==> src/rtl/sccb_pkg.sv <==
// Shared definitions for the dual-camera SCCB register-config path.
package sccb_pkg;

  typedef enum logic [1:0] {
    IDLE   = 2'd0,
    LAUNCH = 2'd1,
    WAIT   = 2'd2,
    GAP    = 2'd3
  } arb_state_t;

  // Layout of one 32-bit SCCB write word: {dev_addr, reg_addr, data}
  localparam int DEV_MSB = 31;
  localparam int DEV_LSB = 24;
  localparam int REG_MSB = 23;
  localparam int REG_LSB = 8;
  localparam int DAT_MSB = 7;
  localparam int DAT_LSB = 0;

  localparam logic [7:0] OV5640_DEV_ADDR = 8'h78;

  function automatic logic [31:0] pack_word(input logic [7:0]  dev_addr,
                                            input logic [15:0] reg_addr,
                                            input logic [7:0]  dat);
    logic [31:0] w;
    w = '0;
    w[DEV_MSB:DEV_LSB] = dev_addr;
    w[REG_MSB:REG_LSB] = reg_addr;
    w[DAT_MSB:DAT_LSB] = dat;
    return w;
  endfunction

endpackage

==> src/rtl/sccb_dual_arbiter.sv <==
// Round-robin arbiter sharing one SCCB byte-write engine between cam0 and cam1,
// with an enforced idle gap between transactions and a per-transaction timeout.
module sccb_dual_arbiter
  import sccb_pkg::*;
#(
  parameter int GAP_CYCLES     = 250,
  parameter int TIMEOUT_CYCLES = 2500000,
  parameter int TO_W           = 22
) (
  input  logic        clk_25M,
  input  logic        camera_rstn,
  input  logic        req0,
  input  logic [31:0] data0,
  input  logic        req1,
  input  logic [31:0] data1,
  output logic        gnt0,
  output logic        gnt1,
  output logic        done0,
  output logic        done1,
  output logic        err0,
  output logic        err1,
  output logic        eng_start,
  output logic [31:0] eng_data,
  output logic        eng_abort,
  input  logic        eng_done,
  input  logic        eng_nack,
  output logic        busy,
  output logic [7:0]  err_cnt
);

  arb_state_t      state;
  arb_state_t      state_nxt;
  logic            last;
  logic [TO_W-1:0] cnt;
  logic            any_req;
  logic            sel;
  logic            timeout_hit;
  logic            gap_end;
  logic            wait_end;

  always_comb begin
    any_req     = req0 | req1;
    // A tie goes to whoever was not served last
    sel         = (req0 & req1) ? ~last : req1;
    timeout_hit = (cnt == TO_W'(TIMEOUT_CYCLES - 1));
    gap_end     = (cnt == TO_W'(GAP_CYCLES - 1));
    wait_end    = eng_done | timeout_hit;
  end

  always_ff @(posedge clk_25M or negedge camera_rstn) begin
    if (!camera_rstn) state <= IDLE;
    else              state <= state_nxt;
  end

  always_comb begin
    state_nxt = state;
    case (state)
      IDLE:    if (any_req)  state_nxt = LAUNCH;
      LAUNCH:                state_nxt = WAIT;
      WAIT:    if (wait_end) state_nxt = GAP;
      GAP:     if (gap_end)  state_nxt = IDLE;
      default:               state_nxt = IDLE;
    endcase
  end

  always_comb begin
    gnt0      = 1'b0;
    gnt1      = 1'b0;
    done0     = 1'b0;
    done1     = 1'b0;
    err0      = 1'b0;
    err1      = 1'b0;
    eng_start = 1'b0;
    eng_abort = 1'b0;
    busy      = (state != IDLE);
    case (state)
      LAUNCH: begin
        eng_start = 1'b1;
        gnt0      = ~last;
        gnt1      = last;
      end
      WAIT: begin
        gnt0      = ~last;
        gnt1      = last;
        done0     = wait_end & ~last;
        done1     = wait_end & last;
        // A completion on the timeout cycle takes precedence over the timeout
        err0      = done0 & (eng_done ? eng_nack : 1'b1);
        err1      = done1 & (eng_done ? eng_nack : 1'b1);
        eng_abort = timeout_hit & ~eng_done;
      end
      default: ;
    endcase
  end

  // last doubles as the owner of the current transaction
  always_ff @(posedge clk_25M or negedge camera_rstn) begin
    if (!camera_rstn) begin
      eng_data <= '0;
      last     <= 1'b1;
    end else if (state == IDLE && any_req) begin
      eng_data <= sel ? data1 : data0;
      last     <= sel;
    end
  end

  always_ff @(posedge clk_25M or negedge camera_rstn) begin
    if (!camera_rstn) begin
      cnt <= '0;
    end else begin
      case (state)
        WAIT:    cnt <= wait_end ? '0 : cnt + TO_W'(1);
        GAP:     cnt <= gap_end  ? '0 : cnt + TO_W'(1);
        default: cnt <= '0;
      endcase
    end
  end

  always_ff @(posedge clk_25M or negedge camera_rstn) begin
    if (!camera_rstn) begin
      err_cnt <= '0;
    end else if ((err0 | err1) && (err_cnt != 8'hFF)) begin
      err_cnt <= err_cnt + 8'd1;
    end
  end

endmodule

==> config.mk <==
export PLATFORM = sky130hd
export DESIGN_NAME = sccb_dual_arbiter
export DESIGN_NICKNAME = d
export VERILOG_FILES = /design/src/rtl/sccb_pkg.sv /design/src/rtl/sccb_dual_arbiter.sv
export SDC_FILE = /design/constraint.sdc
export NUM_CORES = 1
export LEC_CHECK = 0
export BUFFER_PORTS_ARGS = -buffer_cell sky130_fd_sc_hd__buf_2
export CORE_UTILIZATION = 35
export CTS_BUF_LIST = sky130_fd_sc_hd__clkbuf_8
export DETAILED_ROUTE_END_ITERATION = 12
export PLACE_DENSITY_LB_ADDON = 0.1
export RECOVER_POWER = 100
export SLEW_MARGIN = 5
export SYNTH_ARGS = -nofsm -noshare
export SYNTH_HDL_FRONTEND = slang
export SYNTH_SLANG_ARGS = --single-unit
export TNS_END_PERCENT = 10
==> constraint.sdc <==
create_clock -name clk_25M -period 3.2 [get_ports clk_25M]
set_input_delay 0.96 -clock clk_25M [delete_from_list [all_inputs] [get_ports clk_25M]]
set_output_delay 0.96 -clock clk_25M [all_outputs]
set_load 0.005 [all_outputs]
==> out/summary.txt, run 1 <==
port bufs -> 118
DIE AREA -> 0.00974 mm2
vias in the first global route -> 2629
Syn Area/Cell -> 10.0 um2
pre-CTS WS -> 337 ps
Multi-input gate area -> 0.00155 mm2
FFs w/ async S/R, synth -> 100%
CTS Buf Count -> 9
Crit Path Max Fanout -> 5
CTS root buffer -> clkbuf_8
CP cell instances -> ha_4, nand3_2, or4_4, o31ai_2, and3b_1, buf_2
CP arrival -> 2100 ps
power share of the clock group -> 23.7%
initial antenna violation count -> 0
PwrDens -> 711 mW/mm2
top routing layer used -> met4
number of DRC markers in iteration 0 -> 77
Yosys warning total -> 0
Post-Route M1 WL -> 3.43 mm
# rows -> 34
WHS -> 479 ps
outcome -> finished with violations
Hold-fix buffers, CTS -> 0
register area share after synthesis -> 49.8%
IO Count -> 119
Final period util -> 95.5%
Syn Nets -> 404
CP max stage cell -> or4_4
DPL Wire Length -> 5.48 mm
largest net degree at the start of global routing -> 65
vias per cell -> 4.81
Final Non-Filler Cells -> 559
fmax -> 327 MHz
via count -> 2691
Starting Density -> 36.8%
final antenna-violating net count -> 0
CP startpoint kind -> flop
CP Class -> flop to primary output
worst endpoint required time -> 2240 ps
clk_skew -> 9.10 ps
CP Buf/Inv Count -> 1
GPL Wtd Cong -> 0.758
critical path's largest stage delay -> 560 ps
Int Power -> 1.90 mW
Synth Cell Area -> 0.00327 mm2
Post-Syn Instances -> 327
CTS tree -> done
CTS clk-pin slew, worst paths -> 70 ps
met2 wire length -> 3.42 mm
number of H-tree levels -> 3
share of cells above drive strength 1 -> 25.5%
most frequent cells in the layout -> buf_2, dfrtp_1, nand2_1
P_leak -> 1.95 nW
post-synth cell types -> 44
Setup violations, final -> 0
NetSw -> 1.04 mW
Switching Share -> 35.4%
area post-placement -> 0.00400 mm2
placed instance count -> 543
core area -> 0.00889 mm2
mean routed wirelength per cell -> 13.2 um
CTS Sinks -> 65
failing checks -> capacitance limit, slew limit
CP endpoint kind -> primary output
Detailed Route WL -> 7.40 mm
Post-synth EDFFs -> 0
WL met3 -> 429 um
relative slew slack -> -31.1%
PnR worst setup slack -> 145 ps
final core utilization -> 46.5%
FF+latch count, synth -> 65
Pins Over Slew Limit -> 79
minimum clock period -> 3060 ps
Layout area overhead -> 26.4%
Pwr Total -> 2.94 mW
combinational share of power -> 34.0%
Worst VDD drop -> 0.000299 V
setup TNS -> 0 ps
prevailing post-synth register cell -> dfrtp_1
Die Y -> 98.7 um
grt total ovfl -> 0
RSZ-0062 raised after global routing -> no
type of the most critical hold path -> flop to flop
ant diodes -> 0
Tot GR Track Use -> 16.5%
fin nets -> 524
Layout fillers -> 896
worst-margin pin slew -> 1970 ps
global-route wire length before repair -> 12.6 mm
Die W -> 98.7 um
DRT Pass-1 Iters -> 4
clock insertion delay at the later pin of the skew report -> 330 ps
sequential share of power -> 42.4%
Reg area -> 0.00163 mm2
clock buffer depth -> 2
CP delay by family, top -> simple AND/OR/NAND/NOR gates
commonest non-fill, non-tap cell in the layout -> buf_2
final instance area -> 0.00414 mm2
Final Hold Vio Count -> 0
Post-route DRC -> 0
total of max-cap violations -> 3
## flip-flops by register name (all words and copies together) (netlist names)
register	cells
cnt	22
state	2
last	1
eng_data	32
err_cnt	8
## final cells by class
type / instances / area share, %
well taps: 108 / 3.27
repair buffers: 124 / 14.5
clock buffers: 11 / 3.66
flip-flops and latches: 65 / 39.4
inverters: 8 / 0.726
multi-input cells: 239 / 37.4
clock inverters: 4 / 1.06
## power by group through the flow
stage / clock [mW] / combinational [mW] / sequential [mW]
finish: 0.697 / 0.999 / 1.25
global placement: 0 / 1.06 / 1.25
detailed placement: 0 / 1.08 / 1.26
global route: 0.756 / 1.16 / 1.29
floorplan: 0 / 0.602 / 1.25
CTS: 0.720 / 1.08 / 1.25
## Yosys cell counts (all sizes together), types with 2 or more instances
cell    count  share of area [%]
o31ai       2               0.88
nand4       7                1.5
buf         6                1.1
o21ai      33                5.0
dfrtp      64                 49
clkbuf      9                1.0
nand2b      2               0.38
and2        2               0.38
inv         8               0.92
nand2      45                5.2
nor2       31                3.6
ha          7                2.7
mux2i      32                9.8
nor2b       2               0.38
or3         2               0.38
and3        7                1.4
nor4        5               0.96
nor3        5               0.76
xor2        9                2.4
a31oi       3               0.57
mux2        2               0.80
a21oi       4               0.61
nand3      11                1.8
xnor2      16                4.3
## worst paths after layout
kind	startpoint	end	slack [ps]	depth (start not counted)
max	cnt[1]	err0	140	6
min	eng_data[26]	eng_data[26]	480	2
max reg2reg	cnt[1]	err_cnt[1]	520	6
min reg2reg	eng_data[26]	eng_data[26]	480	2
max in group asynchronous	camera_rstn	eng_data[0]	770	2
min in group asynchronous	camera_rstn	cnt[15]	1130	2
## routing by layer
| metal | GRT usage [%] | vias to the layer above |
|---|---|---|
| met1 | 21.6 | 1237 |
| met4 | 6.54 | 0 |
| met5 | 0 | - |
| met3 | 4.54 | 12 |
| met2 | 25.9 | 82 |
| li1 | - | 1360 |
## worst min-delay path: cells and delay by family (launching register included)
| family | cells | cell delay, ps |
|---|---|---|
| simple gates | 1 | 40 |
| compound gates | 1 | 60 |
| flops | 1 | 340 |
## logic make-up (layout without fill, tap and decap cells)
group,Yosys count,after routing,synth area share (%)
multiplexers,34,34,10.6
XOR/XNOR,25,25,6.69
AND/OR/NAND/NOR,125,125,18.4
adder cells (fa/ha/maj),7,7,2.68
AO/OA/AOI/OAI,48,48,8.83
flip-flops,65,65,49.8
buffers and inverters,23,147,3.02
## timing repair
item | 4_1_cts | 5_1_grt
pin swaps | 0 | 0
endpoints found under the setup margin | 2 | 3
setup buffers | 1 | 0
resized for setup | 1 | 2
Power figures use the tool's default switching activity.
==> inputs of run 2 (changes only) <==
- CAP_MARGIN: unset -> 5
- HOLD_SLACK_MARGIN: unset -> 0.1
- SETUP_SLACK_MARGIN: unset -> 0.15
==> run 2 against run 1 <==
  * The run still ends with capacitance limit, slew limit left
  * Worst setup slack improved by 9.0 ps
  * Power up 0.30%
  * Utilization grew 0.24 points
  * First-iteration DRC count increased by 17%
  * Final cell count rose by 0.36%
  * Final area increased by 0.51%
  * Fmax grew 0.30%
  * Clock skew about the same
  * Wire length increased by 0.88%
==> out/summary.txt, run 2 (synthesis results as in run 1) <==
outcome -> finished with violations (unchanged)
failing checks -> capacitance limit, slew limit (unchanged)
Layout area overhead -> 27.1% (was 26.4%)
minimum clock period -> 3050 ps (was 3060 ps)
Final Hold Vio Count -> 0 (unchanged)
number of DRC markers in iteration 0 -> 90 (was 77)
RSZ-0062 raised after global routing -> yes (was no)
final antenna-violating net count -> 0 (unchanged)
CP Class -> flop to primary output (unchanged)
ant diodes -> 0 (unchanged)
Die W -> 98.7 um (unchanged)
sequential share of power -> 42.2% (was 42.4%)
core area -> 0.00889 mm2 (unchanged)
Detailed Route WL -> 7.47 mm (was 7.40 mm)
fmax -> 328 MHz (was 327 MHz)
CP max stage cell -> or4_4 (unchanged)
CP startpoint kind -> flop (unchanged)
CTS root buffer -> clkbuf_8 (unchanged)
CTS Buf Count -> 9 (unchanged)
Crit Path Max Fanout -> 5 (unchanged)
setup TNS -> 0 ps (unchanged)
mean routed wirelength per cell -> 13.3 um (was 13.2 um)
vias per cell -> 4.81 (about the same)
DIE AREA -> 0.00974 mm2 (unchanged)
Reg with most FFs -> eng_data (unchanged)
number of H-tree levels -> 3 (unchanged)
worst endpoint required time -> 2240 ps (about the same)
PwrDens -> 709 mW/mm2 (was 711 mW/mm2)
reg-to-reg setup timing slack -> 370 ps (was 520 ps)
Worst VDD drop -> 0.000310 V (was 0.000299 V)
combinational share of power -> 34.2% (was 34.0%)
Tot GR Track Use -> 16.6% (was 16.5%)
type of the most critical hold path -> flop to flop (unchanged)
Hold-fix buffers, CTS -> 0 (unchanged)
Pins Over Slew Limit -> 79 (unchanged)
number of flip-flops under the largest register name -> 32 (unchanged)
worst-margin pin slew -> 1960 ps (was 1970 ps)
Starting Density -> 36.8% (unchanged)
CP cell instances -> ha_4, nand3_1, or4_4, o31ai_4, and3b_1, buf_2 (was ha_4, nand3_2, or4_4, o31ai_2, and3b_1, buf_2)
GPL Wtd Cong -> 0.758 (unchanged)
Setup violations, final -> 0 (unchanged)
power share of the clock group -> 23.7% (about the same)
Hold EP -> eng_data[26] (unchanged)
Switching Share -> 35.4% (about the same)
CTS clk-pin slew, worst paths -> 70 ps (about the same)
CTS Sinks -> 65 (unchanged)
Die Y -> 98.7 um (unchanged)
Post-route DRC -> 0 (unchanged)
via count -> 2696 (was 2691)
Layout fillers -> 896 (unchanged)
DPL Wire Length -> 5.48 mm (unchanged)
R2R cell count -> 7 (was 6)
WHS -> 479 ps (about the same)
Final period util -> 95.2% (was 95.5%)
Int Power -> 1.91 mW (was 1.90 mW)
P_leak -> 1.96 nW (was 1.95 nW)
CP endpoint kind -> primary output (unchanged)
hold_sp -> eng_data[26] (unchanged)
DRT Pass-1 Iters -> 4 (unchanged)
reg-to-reg endpoint -> err_cnt[1] (unchanged)
IO Count -> 119 (unchanged)
CP arrival -> 2090 ps (was 2100 ps)
# rows -> 34 (unchanged)
commonest non-fill, non-tap cell in the layout -> buf_2 (unchanged)
reg2reg start -> cnt[1] (unchanged)
grt total ovfl -> 0 (unchanged)
fin nets -> 526 (was 524)
NetSw -> 1.04 mW (about the same)
clock buffer depth -> 2 (unchanged)
vias in the first global route -> 2640 (was 2629)
most frequent cells in the layout -> buf_2, dfrtp_1, nand2_1 (unchanged)
clk_skew -> 9.32 ps (was 9.10 ps)
global-route wire length before repair -> 12.6 mm (about the same)
port bufs -> 118 (unchanged)
share of cells above drive strength 1 -> 25.8% (was 25.5%)
biggest regs -> eng_data x32, cnt x22, err_cnt x8 (unchanged)
largest net degree at the start of global routing -> 65 (unchanged)
critical path's largest stage delay -> 580 ps (was 560 ps)
CTS tree -> done (unchanged)
clock insertion delay at the later pin of the skew report -> 330 ps (about the same)
total of max-cap violations -> 3 (unchanged)
worst hold stages -> 2 (unchanged)
initial antenna violation count -> 0 (unchanged)
relative slew slack -> -30.9% (was -31.1%)
-- run 2: cell types whose count changed in the layout (fill, tap and decap cells not counted), sizes merged --
| cell | previous run | this run |
|---|---|---|
| clkbuf | 44 | 45 |
| buf | 91 | 92 |
-- run 2: power groups by stage --
stage               sequential (mW)  combinational, mW  clock (mW)
floorplan                      1.25              0.602           0
global placement               1.25               1.06           0
detailed placement             1.26               1.08           0
CTS                            1.25               1.10       0.720
global route                   1.28               1.17       0.756
finish                         1.24               1.01       0.698
-- run 2: layout make-up --
class / instances / area, um2 / share of cell area, %
clock buffer: 11 / 151 / 3.64
clock inverter: 4 / 43.8 / 1.05
inverter: 8 / 30.0 / 0.722
multi-input combinational: 239 / 1560 / 37.4
sequential: 65 / 1630 / 39.2
tap: 108 / 135 / 3.25
timing repair buffer: 126 / 614 / 14.8
-- run 2: worst max path at each step --
stage | depth (start not counted) | to | from
after detailed placement | 6 | err0 | cnt[0]
after CTS | 6 | err0 | cnt[1]
final | 6 | err0 | cnt[1]
after floorplan | 5 | err0 | cnt[0]
after global placement | 6 | err0 | cnt[0]
after global routing | 7 | done0 | cnt[1]
-- run 2: routing by layer --
metal,part of all wire [%],GRT usage (%)
met5,0,0
met2,46,26.2
met3,6.1,4.54
met1,46,21.6
met4,1.5,6.54
-- run 2: metrics by stage --
stage / power [mW] / setup WS (ps) / util (%) / area, um2 / std cells
4_1_cts: 3.07 / 149 / 47.7 / 4250 / 561
3_3_place_gp: 2.31 / 328 / 45.0 / 4000 / 543
2_1_floorplan: 1.86 / 604 / - / 3270 / 327
6_report: 2.95 / 154 / 46.8 / 4160 / 561
3_5_place_dp: 2.33 / 337 / 45.0 / 4000 / 543
5_1_grt: 3.21 / 32.6 / 46.8 / 4160 / 561
-- run 2: worst max-delay path: cells and delay by family (launching register included) --
| family | cells | cell delay [ps] |
|---|---|---|
| buffers and inverters | 1 | 100 |
| flip-flops | 1 | 410 |
| AO/OA/AOI/OAI | 1 | 220 |
| AND/OR/NAND/NOR | 3 | 860 |
| adder cells (fa/ha/maj) | 1 | 160 |
-- run 2: timing repair --
action                                  4_1_cts  5_1_grt
buffers inserted                              3        0
pin swaps                                     2        1
gates resized for setup                       4        1
endpoints found under the setup margin        3        4
